## config.mk

```make
export PLATFORM = sky130hd
export DESIGN_NAME = instr_fetch_unit
export DESIGN_NICKNAME = d
export VERILOG_FILES = /design/src/rtl/fetch_pkg.sv /design/src/rtl/fetch_fifo.sv /design/src/rtl/instr_fetch_unit.sv
export SDC_FILE = /design/constraint.sdc
export NUM_CORES = 1
export LEC_CHECK = 0
export BUFFER_PORTS_ARGS = -buffer_cell sky130_fd_sc_hd__buf_2
export CORE_MARGIN = 2
export CORE_UTILIZATION = 50
export CTS_CLUSTER_SIZE = 10
export DETAILED_ROUTE_END_ITERATION = 10
export PLACE_DENSITY = 0.71
export SLEW_MARGIN = 10
export SYNTH_ARGS = -nofsm -noshare
export SYNTH_HDL_FRONTEND = slang
export SYNTH_SLANG_ARGS = --single-unit
```

## constraint.sdc

```tcl
create_clock -name CLK -period 15.6 [get_ports CLK]
set_input_delay 4.68 -clock CLK [delete_from_list [all_inputs] [get_ports CLK]]
set_output_delay 4.68 -clock CLK [all_outputs]
set_load 0.05 [all_outputs]
```

## src/rtl/fetch_pkg.sv

```systemverilog
// Shared types and constants for the LEGv8 fetch stage.
// Used by fetch_fifo and instr_fetch_unit.
package fetch_pkg;

    localparam int INSTR_W        = 32;
    localparam int ADDR_W         = 64;
    localparam int DEFAULT_PC_INC = 4;
    localparam int DEFAULT_DEPTH  = 4;

    // One buffered fetch result: the instruction word and the PC it came from.
    typedef struct packed {
        logic [ADDR_W-1:0]  pc;
        logic [INSTR_W-1:0] instr;
    } fetch_entry_t;

    // 32-bit add that sticks at all-ones instead of wrapping.
    function automatic logic [31:0] sat_add32(input logic [31:0] a, input logic [31:0] b);
        logic [32:0] sum;
        sum = {1'b0, a} + {1'b0, b};
        return sum[32] ? 32'hFFFF_FFFF : sum[31:0];
    endfunction

endpackage

```

## src/rtl/fetch_fifo.sv

```systemverilog
// Small FIFO of fetch entries (PC + instruction) between fetch and decode.
// The head is read combinationally. Flush empties the FIFO and overrides push and pop.
module fetch_fifo
    import fetch_pkg::*;
#(
    parameter int DEPTH = DEFAULT_DEPTH,
    localparam int PTR_W = $clog2(DEPTH),
    localparam int CNT_W = $clog2(DEPTH) + 1
) (
    input  logic               clk_i,
    input  logic               srst_i,
    input  logic               push_i,
    input  fetch_entry_t       push_entry_i,
    input  logic               pop_i,
    input  logic               flush_i,
    output logic [CNT_W-1:0]   count_o,
    output fetch_entry_t       head_o,
    output logic               full_o,
    output logic               empty_o
);

    fetch_entry_t       mem_q [DEPTH];
    logic [PTR_W-1:0]   wr_ptr_q, wr_ptr_d;
    logic [PTR_W-1:0]   rd_ptr_q, rd_ptr_d;
    logic [CNT_W-1:0]   count_q,  count_d;
    logic               do_push, do_pop;

    assign full_o  = (count_q == CNT_W'(DEPTH));
    assign empty_o = (count_q == '0);
    assign count_o = count_q;
    assign head_o  = mem_q[rd_ptr_q];

    // Pushing into a full FIFO or popping an empty one is ignored.
    assign do_push = push_i && !flush_i && !full_o;
    assign do_pop  = pop_i  && !flush_i && !empty_o;

    // Next-state for the pointers and the occupancy count.
    always_comb begin
        wr_ptr_d = wr_ptr_q;
        rd_ptr_d = rd_ptr_q;
        count_d  = count_q;
        if (flush_i) begin
            wr_ptr_d = '0;
            rd_ptr_d = '0;
            count_d  = '0;
        end else begin
            if (do_push) begin
                wr_ptr_d = wr_ptr_q + PTR_W'(1);
            end
            if (do_pop) begin
                rd_ptr_d = rd_ptr_q + PTR_W'(1);
            end
            case ({do_push, do_pop})
                2'b10:   count_d = count_q + CNT_W'(1);
                2'b01:   count_d = count_q - CNT_W'(1);
                default: count_d = count_q;
            endcase
        end
    end

    // Pointer and count registers.
    always_ff @(posedge clk_i) begin
        if (srst_i) begin
            wr_ptr_q <= '0;
            rd_ptr_q <= '0;
            count_q  <= '0;
        end else begin
            wr_ptr_q <= wr_ptr_d;
            rd_ptr_q <= rd_ptr_d;
            count_q  <= count_d;
        end
    end

    // Entry storage. The contents need no reset because the count gates validity.
    always_ff @(posedge clk_i) begin
        if (do_push) begin
            mem_q[wr_ptr_q] <= push_entry_i;
        end
    end

endmodule

```

## src/rtl/instr_fetch_unit.sv

```systemverilog
// LEGv8 fetch stage. It owns the fetch PC and issues one word read at a time to
// instruction memory over req/ack. It buffers returned words in fetch_fifo and
// presents them to decode over valid/ready. A redirect flushes the buffered work.
// If a read is still in flight at the redirect, that read is marked stale and its
// data is dropped when it returns.
// Optional build macro: FETCH_STATS_EN adds saturating fetch_count/discard_count outputs.
module instr_fetch_unit
    import fetch_pkg::*;
#(
    parameter int DEPTH  = DEFAULT_DEPTH,
    parameter int PC_INC = DEFAULT_PC_INC
) (
    input  logic               CLK,
    input  logic               Reset,
    input  logic [ADDR_W-1:0]  startPC,
    output logic               imem_req,
    output logic [ADDR_W-1:0]  imem_addr,
    input  logic               imem_ack,
    input  logic [INSTR_W-1:0] imem_rdata,
    output logic               inst_valid,
    input  logic               inst_ready,
    output logic [INSTR_W-1:0] inst_data,
    output logic [ADDR_W-1:0]  inst_pc,
    input  logic               redirect,
    input  logic [ADDR_W-1:0]  redirect_pc
`ifdef FETCH_STATS_EN
    ,
    output logic [31:0]        fetch_count,
    output logic [31:0]        discard_count
`endif
);

    localparam int CNT_W = $clog2(DEPTH) + 1;

    logic [ADDR_W-1:0] fetch_pc_q, fetch_pc_d;
    logic [ADDR_W-1:0] addr_q,     addr_d;
    logic              req_q,      req_d;
    logic              stale_q,    stale_d;

    logic              ack;
    logic              fifo_push, fifo_pop;
    logic              fifo_full, fifo_empty;
    logic [CNT_W-1:0]  fifo_count;
    logic [CNT_W-1:0]  cnt_after;
    logic              room;
    fetch_entry_t      push_entry, head_entry;

    // An ack only counts while a request is actually on the bus.
    assign ack = req_q && imem_ack;

    // Stale returns and returns that coincide with a redirect never enter the FIFO.
    assign fifo_push        = ack && !stale_q && !redirect && !fifo_full;
    assign fifo_pop         = inst_valid && inst_ready;
    assign push_entry.pc    = addr_q;
    assign push_entry.instr = imem_rdata;

    // Occupancy after this cycle's push and pop. It decides whether another read may issue.
    assign cnt_after = fifo_count + CNT_W'(fifo_push) - CNT_W'(fifo_pop);
    assign room      = (cnt_after < CNT_W'(DEPTH));

    fetch_fifo #(
        .DEPTH (DEPTH)
    ) u_fifo (
        .clk_i        (CLK),
        .srst_i       (Reset),
        .push_i       (fifo_push),
        .push_entry_i (push_entry),
        .pop_i        (fifo_pop),
        .flush_i      (redirect),
        .count_o      (fifo_count),
        .head_o       (head_entry),
        .full_o       (fifo_full),
        .empty_o      (fifo_empty)
    );

    assign inst_valid = !fifo_empty;
    assign inst_data  = head_entry.instr;
    assign inst_pc    = head_entry.pc;
    assign imem_req   = req_q;
    assign imem_addr  = addr_q;

    // Request and PC sequencing. A pending read is never withdrawn except by Reset.
    always_comb begin
        fetch_pc_d = fetch_pc_q;
        addr_d     = addr_q;
        req_d      = req_q;
        stale_d    = stale_q;
        if (redirect) begin
            fetch_pc_d = redirect_pc;
            if (req_q && !imem_ack) begin
                // Keep the bus stable and drop the data when it arrives.
                stale_d = 1'b1;
            end else begin
                // Bus is free now (idle or just acked): restart at the target.
                stale_d = 1'b0;
                req_d   = 1'b1;
                addr_d  = redirect_pc;
            end
        end else if (req_q) begin
            if (imem_ack) begin
                stale_d = 1'b0;
                if (!stale_q) begin
                    fetch_pc_d = fetch_pc_q + ADDR_W'(PC_INC);
                end
                req_d  = room;
                addr_d = fetch_pc_d;
            end
        end else begin
            req_d  = room;
            addr_d = fetch_pc_q;
        end
    end

    // Fetch state registers. Reset abandons any in-flight read.
    always_ff @(posedge CLK) begin
        if (Reset) begin
            fetch_pc_q <= startPC;
            addr_q     <= startPC;
            req_q      <= 1'b0;
            stale_q    <= 1'b0;
        end else begin
            fetch_pc_q <= fetch_pc_d;
            addr_q     <= addr_d;
            req_q      <= req_d;
            stale_q    <= stale_d;
        end
    end

`ifdef FETCH_STATS_EN
    logic [31:0] fetch_count_q,   fetch_count_d;
    logic [31:0] discard_count_q, discard_count_d;
    logic [31:0] dropped_now;

    // Discards this cycle: a dropped return plus every entry thrown away by a flush.
    always_comb begin
        dropped_now = 32'(ack && (stale_q || redirect));
        if (redirect) begin
            dropped_now = dropped_now + 32'(fifo_count);
        end
        fetch_count_d   = sat_add32(fetch_count_q, 32'(fifo_push));
        discard_count_d = sat_add32(discard_count_q, dropped_now);
    end

    // Statistics registers.
    always_ff @(posedge CLK) begin
        if (Reset) begin
            fetch_count_q   <= '0;
            discard_count_q <= '0;
        end else begin
            fetch_count_q   <= fetch_count_d;
            discard_count_q <= discard_count_d;
        end
    end

    assign fetch_count   = fetch_count_q;
    assign discard_count = discard_count_q;
`endif

endmodule
```

# [Word level (Yosys, flattened, before mapping)]
# Memories as Yosys holds them, arrays and structs flattened. A register that Yosys moved wholly into a read port is not among the register bits.
# Index checks and enable logic that the tools add are counted.
[op_classes] n_eq_ne=6 n_mux=22 magnitude_cmp=1 reduce_logical=25 addsub=7
[ops] cell="64-bit 2-to-1 mux" n=9
[ops] cell="64-bit by 3-bit adder with 64-bit output, second input constant" n=1
[ops] cell="1-bit logical AND" n=10
[ops] cell="1-bit 2-to-1 mux" n=10
[ops] cell="3-bit one-hot mux with 2 select lines" n=1
[ops] cell="2-bit AND reduction" n=3
[ops] cell="2-bit nonzero test" n=3
[ops] cell="3-bit nonzero test" n=2
[ops] cell="1-bit logical NOT" n=5
[ops] cell="2-bit by 1-bit adder with 2-bit output, second input constant" n=2
[ops] cell="2-bit 2-to-1 mux" n=2
[ops] cell="4-bit inequality test, second input constant" n=1
[ops] cell="3-bit by 1-bit adder with 3-bit output" n=1
[ops] cell="3-bit by 1-bit adder with 3-bit output, second input constant" n=1
[ops] cell="3-bit == test, second input constant" n=1
[ops] cell="3-bit logical NOT" n=1
[ops] cell="3-bit less-than comparator, second input constant" n=1
[ops] cell="3-bit inequality test, second input constant" n=1
[ops] cell="3-bit by 1-bit subtractor with 3-bit output" n=1
[ops] cell="3-bit by 1-bit subtractor with 3-bit output, second input constant" n=1
[ops] cell="2-bit by 1-bit == test with 1-bit output, second input constant" n=1
[ops] cell="2-bit == test, second input constant" n=1
[ops] cell="2-bit inequality test, second input constant" n=1
[ops] cell="2-bit OR reduction" n=1
[word_totals] register_bits=137 ramBits=384 out_inout_bits=162 mem_count=1
[mem_list] name="u_fifo.mem_q" words=4 width=96 read_ports=1 rd_clocked_by_memory_dff=1 wr=1 line="fetch_fifo.sv:22" rtl="fetch_entry_t mem_q [DEPTH];"

# [Longest topological paths before layout]
# Gate-level depths: netlist of run 1.
[depth] depth_word=10 ltp_mapped=10 depth_no_buf=9

# [Cells and area by module]
# A second synthesis of run 1 with hierarchy kept.
[hier_totals] hier_cells=1430 area_unflattened_um2=22664.2
[modules_own_cells] module="fetch_fifo" cells_per_inst=559 area_each_um2=14350.0 n_inst=1
[modules_own_cells] module="instr_fetch_unit" cells_per_inst=871 area_each_um2=8314.2 n_inst=1

# [Worst setup path before layout of run 1]
# No wires, ideal clock.
[synth_timing] path_kind="input -> register" start="input imem_ack" end="register fetch_pc_q[10] (enable)" arrival_ps=9101 t_required_ps=15032 slack_ps=5931 path_stages=2 setup_ps=568 n_path_buf=0 path_cell_list="inv_1 -> o21ai_0"
[synth_via] elab_chain_cells=2
[synth_rtl] item="from (decl)" line="instr_fetch_unit.sv:18" rtl="input logic imem_ack,"
[synth_rtl] item="3-bit nonzero test (no line)"
[synth_rtl] item="2-bit AND reduction (no line)"
[synth_rtl] item="to (signal assigned)" line="instr_fetch_unit.sv:117" rtl="fetch_pc_q <= startPC;"
[synth_rtl] item="to (signal assigned)" line="instr_fetch_unit.sv:122" rtl="fetch_pc_q <= fetch_pc_d;"
[synth_rtl] item="to (decl)" line="instr_fetch_unit.sv:35" rtl="logic [ADDR_W-1:0] fetch_pc_q, fetch_pc_d;"
# No other way between the ends.
# A chain may end at the register's enable or synchronous reset.

==> impl_metrics.json, run 1 <==
{
  "status": "finished, final reports clean",
  "crit_buf_inv": 2,
  "cts_hold_buffers": 0,
  "finalWorstSetupSlack_ns": 7.89,
  "drv_cap": 0,
  "clkTransAtPathRegs_ns": 0.06,
  "worstPathCellList": "buf_4 > mux4_2 > buf_2",
  "critical-path-top-delay-family": "buffers and inverters",
  "syn_inst": 1442,
  "tritoncts": "yes",
  "tns_ns": 0,
  "fin_cells": 2372,
  "vias": 14000,
  "utilization_pct": 59.4,
  "cts_inserted_buffers": 59,
  "syn-num-nets": 1616,
  "holdCritPathClass": "reg2reg",
  "grt_max_degree": 78,
  "first_global_vias": 13800,
  "critPathRequiredTime_ns": 10.92,
  "worstMarginPinSlew_ns": 1.19,
  "crit_type": "reg2out",
  "antenna_left": 0,
  "grt_pass1_wl_um": 85100,
  "cts-root-buf": "clkbuf_16",
  "dp_hpwl_um": 38100,
  "synth_edf_count": 512,
  "critPathMaxFanout": 47,
  "port_buffers": 326,
  "ctsResizeCount": 0,
  "rsz0062_at_grt": "no",
  "pin_count": 327,
  "nets": 1931,
  "overflow": 0,
  "gp_congestion": 0.955,
  "cpPeakStageDelay_ns": 0.81,
  "drv_slew": 0,
  "synth_area_um2": 22500,
  "synth_seq_cells": 523,
  "final_layout_size_suffix_gt1_share_pct": 29.8,
  "postCtsSetupBuffers": 0,
  "worstSkewPairLatency_ns": 0.61,
  "yosysUniqueCellTypes": 54,
  "core-area_um2": 44300,
  "seqCellArea_um2": 15600,
  "htreeDepth": 2,
  "rows": 77,
  "final_hold_viol_count": 0,
  "dr.pass1.iters": 5,
  "multi_input_area_um2": 6440,
  "critPathCaptureType": "output port",
  "die_x_um": 216,
  "dp_slack_ns": 8.04,
  "layout_common_cells": "edfxtp_1, buf_2, nand2_1",
  "powerDensity_nw_per_um2": 121,
  "grt_use_total_pct": 24.2,
  "drt_iter0_drc": 1396,
  "seq_area_frac_synth_pct": 69.2,
  "slowest_stage": "buf_4",
  "async_flop_share_pct": 0,
  "clock_path_buffers": 3,
  "final_common_cell": "edfxtp_1",
  "fin_crit_sh_pct": 49.4,
  "start_util_pct": 50.9,
  "area_growth_pct": 16.8,
  "period_needed_ns": 7.71,
  "fp.dieH_um": 216,
  "ir_drop_mv": 0.0764,
  "drc": 0,
  "syn-mean-instance-area_um2": 15.6,
  "relSlewSlack_pct": 20.8,
  "routed_wl_um": 56700,
  "viasPerCell": 5.90,
  "fill_cells": 3411,
  "setup_viol": 0,
  "skew_ns": 0.0210,
  "crit_arrival_ns": 3.03,
  "start_kind": "flip-flop",
  "wl_per_cell_um": 23.9,
  "dp.cells": 2288,
  "cts_sinks": 523,
  "ys.flop_type": "edfxtp_1",
  "clock.fmax_ghz": 0.130,
  "die_area_um2": 46800,
  "ys_warn_count": 0,
  "worst_hold_slack_ns": 0.523,
  "antenna_found_initial": 8,
  "p_leak_nw": 9.10
}
[path summary, 6_finish.rpt]
| check | startpoint | endpoint | slack, ns | cells after the start |
|---|---|---|---|---|
| worst max-delay path | flip-flop | inst_pc[42] | 7.89 | 3 |
| worst min-delay path | fetch_pc_q[0]$_DFFE_PP_ | imem_addr[0]$_DFFE_PP_ | 0.52 | 2 |
| worst max register to register | imem_req$_SDFFE_PP0N_ | u_fifo.mem_q[0][38]$_DFFE_PP_ | 12.25 | 6 |
| worst min register to register | fetch_pc_q[0]$_DFFE_PP_ | imem_addr[0]$_DFFE_PP_ | 0.52 | 2 |
[flip-flops by register name (all words and copies together), names as in the netlist, named ones only]
| signal | flops |
|---|---|
| u_fifo.wr_ptr_q | 2 |
| u_fifo.mem_q | 384 |
| stale_q | 1 |
| u_fifo.count_o | 3 |
| imem_addr | 64 |
| fetch_pc_q | 64 |
| imem_req | 1 |
| u_fifo.rd_ptr_q | 2 |
[logic make-up (layout without fill, tap and decap cells)]
kind of cell             after synthesis  after routing  synth area share, %
AO/OA/AOI/OAI                        212            212                 5.42
flip-flops                           523            523                 69.2
multiplexers                         107            107                 10.1
buffers and inverters                132            465                 2.35
other                                  0              5                    0
XOR/XNOR                             113            113                 4.39
AND/OR/NAND/NOR                      346            346                 8.02
adder cells (fa/ha/maj)                9              9                0.533
[cells in the mapped netlist, drive strengths merged (17+ instances only)]
| cell | count | area [µm²] |
|---|---|---|
| clkbuf | 55 | 209 |
| nor4 | 17 | 134 |
| nor2 | 44 | 165 |
| nand4 | 45 | 307 |
| mux4 | 96 | 2160 |
| nor3 | 39 | 210 |
| xnor2 | 76 | 666 |
| xor2 | 37 | 324 |
| inv | 45 | 169 |
| a21oi | 39 | 195 |
| a22oi | 36 | 270 |
| nand2 | 117 | 439 |
| buf | 32 | 151 |
| o21ai | 111 | 556 |
| edfxtp | 512 | 15400 |
| nand3 | 24 | 120 |
[final cells by class]
cell class                 instances  share of cell area [%]
clock inverter                     7                   0.176
timing repair buffer             341                    6.64
inverter                          45                   0.642
antenna                            5                  0.0475
clock buffer                      72                    5.91
tap                              592                    2.81
multi-input combinational        787                    24.5
sequential                       523                    59.3
[tightest hold or removal path, delay by kind of cell (launching register included)]
| kind | cells | cell delay, ns |
|---|---|---|
| flops | 1 | 0.32 |
| compound gates | 1 | 0.06 |
| buf+inv | 1 | 0.04 |
[power by group]
group / internal, W / switching (W)
clock network: 0.000688 / 0.000508
registers: 0.00162 / 0.0000676
logic: 0.0000863 / 0.000208
[routing by layer]
metal  wire (µm)  global-route usage, %  share of wire [%]  vias to the layer above
met1       23900                   35.6                 42                     6995
met3        4870                   4.10                8.6                       92
li1            -                      -                  -                     6213
met5          28                      0              0.049                        -
met2       26500                   37.4                 47                      695
met4        1360                   7.42                2.4                        6
[stage by stage]
stage,power (W),instance area (µm²)
2_1_floorplan,0.00190,22500
3_5_place_dp,0.00201,24700
5_1_grt,0.00328,26300
6_report,0.00318,26300
3_3_place_gp,0.00200,24700
4_1_cts,0.00320,26300
Note: power is estimated with default switching activity, not from simulation.
==> inputs of run 2 (changes only) <==
Settings changed: ABC_AREA from default to 1, PLACE_DENSITY 0.71 to 0.74.
Clock period 15.6 ns to 6.85 ns, I/O delays scaled along.
==> run 2 against run 1 <==
Effect of this change:
- global-route usage is 1.2 points higher
- hold slack worse by 0.058 ns
- non-clock buffer count is 9 higher
- via count is 20% higher
==> impl_metrics.json, run 2 <==
{
  "final_common_cell": "edfxtp_1",
  "largest_reg_flops": 384,
  "cpPeakStageDelay_ns": 0.60,
  "crit_arrival_ns": 3.25,
  "status": "finished, final reports clean",
  "ys.flop_type": "edfxtp_1",
  "pin_count": 327,
  "drt_iter0_drc": 1564,
  "max_flop_register": "u_fifo.mem_q",
  "die_area_um2": 47300,
  "design_area_um2": 26600,
  "p_total_w": 0.00727,
  "yosys-top-cells-area": "edfxtp_1, nand2_1, o21ai_0, nor2_1, o22ai_1",
  "rrSetupSlack_ns": 3.74,
  "clkTransAtPathRegs_ns": 0.06,
  "yosysUniqueCellTypes": 43,
  "wl_met3_um": 4220,
  "rr_endpoint": "u_fifo.mem_q[0][95]$_DFFE_PP_",
  "hold_path.startpoint": "u_fifo.count_o[0]$_SDFFE_PP0P_",
  "dp_slack_ns": 2.25,
  "skew_ns": 0.0354,
  "period_needed_ns": 5.30,
  "worstMarginPinSlew_ns": 1.11,
  "drc": 0,
  "clock_path_buffers": 3,
  "async_flop_share_pct": 0,
  "cts_inserted_buffers": 59,
  "synth_seq_cells": 523,
  "start_util_pct": 50.5,
  "nets": 2523,
  "drv_cap": 0,
  "grt_max_degree": 90,
  "dr.pass1.iters": 5,
  "postCtsSetupBuffers": 0,
  "holdPathEnd": "u_fifo.count_o[0]$_SDFFE_PP0P_",
  "clock.fmax_ghz": 0.189,
  "grt_pass1_wl_um": 91800,
  "wl_per_cell_um": 20.7,
  "cts-root-buf": "clkbuf_16",
  "route.top_layer_used": "met4",
  "drv_slew": 0,
  "gp_congestion": 0.942,
  "grt_use_total_pct": 25.4,
  "setup_viol": 0,
  "r2r_start": "stale_q$_SDFFE_PP0P_",
  "port_buffers": 326,
  "syn_inst": 2042,
  "synth_edf_count": 512,
  "dp_hpwl_um": 40400,
  "first_global_vias": 15900,
  "tritoncts": "yes",
  "finalWorstSetupSlack_ns": 1.55,
  "seq_area_frac_synth_pct": 68.4,
  "critPathMaxFanout": 89,
  "syn-num-nets": 2216,
  "overflow": 0,
  "synth_top_area_share_pct": 67.4,
  "viasPerCell": 5.65,
  "relSlewSlack_pct": 26.2,
  "synth_area_um2": 22800,
  "crit_type": "reg2out",
  "slowest_stage": "inv_6",
  "p_leak_nw": 10.1,
  "placed_area_um2": 25100,
  "final_layout_size_suffix_gt1_share_pct": 19.7,
  "synth_most_common_cell": "edfxtp_1",
  "dr_wl_met2_um": 29500,
  "hold-path-cell-count": 1,
  "cts_sinks": 523,
  "fin_cells": 2966,
  "routedLengthMet1_um": 26200,
  "final_hold_viol_count": 0,
  "ir_drop_mv": 0.198,
  "syn-mean-instance-area_um2": 11.2,
  "rsz0062_at_grt": "no",
  "antenna_left": 0,
  "dp.cells": 2888,
  "rows": 78,
  "fp.dieH_um": 218,
  "layout_common_cells": "edfxtp_1, nand2_1, buf_2",
  "htreeDepth": 2,
  "worstPathCellList": "inv_6 > buf_4 > o21ai_0 > o22ai_1 > buf_2",
  "critPathCaptureType": "output port",
  "cts_hold_buffers": 0,
  "ys_warn_count": 0,
  "fin_crit_sh_pct": 77.4,
  "worstSkewPairLatency_ns": 0.61,
  "holdCritPathClass": "reg2reg",
  "reg2reg_depth": 4,
  "start_kind": "flip-flop",
  "routed_wl_um": 61300,
  "die_x_um": 218,
  "powerDensity_nw_per_um2": 273,
  "synth_commonest_cells": "edfxtp_1, nand2_1, nor2_1",
  "vias": 16800,
  "antenna_found_initial": 1,
  "critPathRequiredTime_ns": 4.80,
  "core-area_um2": 45200,
  "synth.largest_area_cell": "edfxtp_1",
  "area_growth_pct": 16.8,
  "ctsResizeCount": 0
}
[run 2: changes by cell type after synthesis, moves of 49 or more]
cell / before / now
xnor2_1: 76 / 6
mux4_2: 96 / 0
nor2_1: 44 / 297
o21ai_0: 108 / 227
nand2_1: 117 / 366
o22ai_1: 0 / 96
inv_1: 45 / 94
[run 2: power breakdown]
group	leakage (nW)	internal (W)	total [W]	switching, W
Clock	0.770	0.00155	0.00269	0.00114
Sequential	4.92	0.00369	0.00382	0.000133
Combinational	4.39	0.000183	0.000750	0.000567
Total	10.1	0.00543	0.00727	0.00184
[run 2: worst max path at each step]
stage,from,endpoint,slack [ns],depth (start not counted)
after floorplan,redirect,u_fifo.mem_q[0][0]$_DFFE_PP_,-0.18,3
after global placement,flip-flop,inst_pc[29],2.31,5
after detailed placement,redirect,u_fifo.mem_q[0][19]$_DFFE_PP_,2.25,5
final,flip-flop,inst_pc[17],1.55,5
after CTS,flip-flop,inst_pc[17],1.58,5
after global routing,flip-flop,inst_pc[35],1.41,5
[run 2: per-layer routing]
layer | global-route usage [%] | up-vias
met3 | 3.81 | 82
met2 | 41.3 | 670
met1 | 35.8 | 8135
met4 | 7.26 | 0
met5 | 0 | -
li1 | - | 7882
[run 2: kinds of logic after synthesis]
group | synth area share (%)
fa+ha+maj | 0.527
flops | 68.4
mux | 0.0439
compound gates | 11.9
xor+xnor | 1.23
buf+inv | 3.34
simple gates | 14.6
[run 2: layout make-up]
type,count,area (µm²)
clock inverter,5,26.3
antenna,1,2.50
fill,3673,18600
timing repair buffer,350,1820
sequential,523,15600
tap,600,751
multi-input combinational,1317,6500
clock buffer,72,1550
inverter,98,373
[run 2: worst max-delay path, delay by kind of cell (launching register included)]
family,cells,cell delay (ns)
flip-flops,1,0.53
AO/OA/AOI/OAI,2,0.46
buffers and inverters,3,1.49
[run 2: stage by stage]
stage                     hold slack [ns]  setup TNS (ns)  utilization [%]
after floorplan                     0.423          -67.52                -
after global placement              0.438               0             55.5
after detailed placement            0.462               0             55.5
after CTS                           0.470               0             58.9
after global routing                0.495               0             58.9
final                               0.464               0             58.9
==> inputs of run 3 (changes only) <==
Clock period 6.85 ns to 4.3 ns, I/O delays scaled along.
==> run 3 against run 2 <==
Effect of this change:
- clock skew down 0.012 ns
- critical path type unchanged
- sequential power up 59%
- highest routed layer unchanged
- sequential share of layout area down 0.53 points
==> impl_metrics.json, run 3 (synthesis gave the netlist of run 2 again) <==
{
  "r2r_start": "stale_q$_SDFFE_PP0P_",
  "rrSetupSlack_ns": 1.30,
  "die_x_um": 218,
  "reg2reg_depth": 9,
  "dp_slack_ns": 0.782,
  "nets": 2528,
  "critPathRequiredTime_ns": 3.01,
  "drv_cap": 0,
  "htreeDepth": 2,
  "vias": 16900,
  "status": "finished, final reports clean",
  "drv_slew": 0,
  "p_leak_nw": 10.2,
  "cpPeakStageDelay_ns": 0.53,
  "antenna_left": 0,
  "utilization_pct": 59.5,
  "wl_per_cell_um": 20.2,
  "fp.dieH_um": 218,
  "cts_inserted_buffers": 59,
  "first_global_vias": 15900,
  "max_flop_register": "u_fifo.mem_q",
  "final_common_cell": "edfxtp_1",
  "overflow": 0,
  "skew_ns": 0.0236,
  "rsz0062_at_grt": "no",
  "core-area_um2": 45200,
  "critPathCaptureType": "output port",
  "critPathMaxFanout": 48,
  "antenna_found_initial": 3,
  "period_needed_ns": 4.05,
  "grt_max_degree": 193,
  "endpoint": "inst_pc[26]",
  "worstPathCellList": "inv_2 > buf_12 > o21ai_0 > o22ai_1 > buf_2",
  "grt_use_total_pct": 25.0,
  "cts_hold_buffers": 0,
  "rows": 78,
  "drt_iter0_drc": 1717,
  "postCtsSetupBuffers": 0,
  "start_util_pct": 50.5,
  "cts_sinks": 523,
  "grt_pass1_wl_um": 91000,
  "crit_type": "reg2out",
  "clkTransAtPathRegs_ns": 0.06,
  "clock.fmax_ghz": 0.247,
  "powerDensity_nw_per_um2": 433,
  "pin_count": 327,
  "largest_reg_flops": 384,
  "p_total_w": 0.0116,
  "dr.pass1.iters": 5,
  "ctsResizeCount": 0,
  "worstMarginPinSlew_ns": 0.949,
  "worst_hold_slack_ns": 0.469,
  "holdCritPathClass": "reg2reg",
  "drc": 0,
  "layout_common_cells": "edfxtp_1, nand2_1, buf_2",
  "dp_hpwl_um": 39800,
  "fin_cells": 2982,
  "cts-root-buf": "clkbuf_16",
  "final_hold_viol_count": 0,
  "die_area_um2": 47300,
  "gp_congestion": 0.965,
  "relSlewSlack_pct": 36.7,
  "final_layout_size_suffix_gt1_share_pct": 19.8,
  "finalWorstSetupSlack_ns": 0.252,
  "area_growth_pct": 17.8,
  "viasPerCell": 5.68,
  "dp.cells": 2893,
  "port_buffers": 326,
  "worstSkewPairLatency_ns": 0.62,
  "start_kind": "flip-flop",
  "ir_drop_mv": 0.286,
  "rr_endpoint": "u_fifo.count_o[2]$_SDFFE_PP0P_",
  "fin_crit_sh_pct": 94.1,
  "tritoncts": "yes",
  "crit_arrival_ns": 2.76,
  "slowest_stage": "inv_2",
  "routed_wl_um": 60300,
  "clock_path_buffers": 3,
  "setup_viol": 0
}
==> run 3: worst min path at each step <==
stage | from | end | slack [ns] | cells after the start
floorplan | u_fifo.count_o[0]$_SDFFE_PP0P_ | u_fifo.count_o[0]$_SDFFE_PP0P_ | 0.42 | 1
global placement | u_fifo.count_o[0]$_SDFFE_PP0P_ | u_fifo.count_o[0]$_SDFFE_PP0P_ | 0.44 | 1
detailed placement | u_fifo.count_o[0]$_SDFFE_PP0P_ | u_fifo.count_o[0]$_SDFFE_PP0P_ | 0.44 | 1
CTS | u_fifo.count_o[0]$_SDFFE_PP0P_ | u_fifo.count_o[0]$_SDFFE_PP0P_ | 0.47 | 1
global route | u_fifo.count_o[0]$_SDFFE_PP0P_ | u_fifo.count_o[0]$_SDFFE_PP0P_ | 0.50 | 1
finish | u_fifo.count_o[0]$_SDFFE_PP0P_ | u_fifo.count_o[0]$_SDFFE_PP0P_ | 0.47 | 1
==> run 3: final cells by class <==
class,instances,area (µm²)
clock buffer,77,1540
timing repair buffer,355,2010
sequential,523,15600
clock inverter,9,77.6
multi-input combinational,1317,6500
tap,600,751
antenna,3,7.51
fill,3571,18300
inverter,98,373
==> run 3: metrics by stage <==
stage | TNS, ns | cell area, µm²
final | 0 | 26900
after global routing | 0 | 26900
after CTS | 0 | 26900
after detailed placement | 0 | 25200
after global placement | 0 | 25200
after floorplan | -152.68 | 22800
==> run 3: power by group <==
part	internal [W]	switching (W)
sequential	0.00588	0.000206
clock	0.00248	0.00188
combinational	0.000297	0.000909
==> run 3: critical path, delay by kind of cell (launching register included) <==
family,cells,cell delay (ns)
buffers and inverters,3,1.17
DFF,1,0.49
AOI/OAI and AO/OA,2,0.42
==> run 3: per-layer routing <==
metal,routed length [µm],up-vias,part of all wire [%],track usage (%)
li1,-,7915,-,-
met4,1770,0,2.9,8.61
met2,28700,733,48,39.6
met5,0,-,0,0
met1,25600,8174,42,35.5
met3,4220,114,7.0,3.75
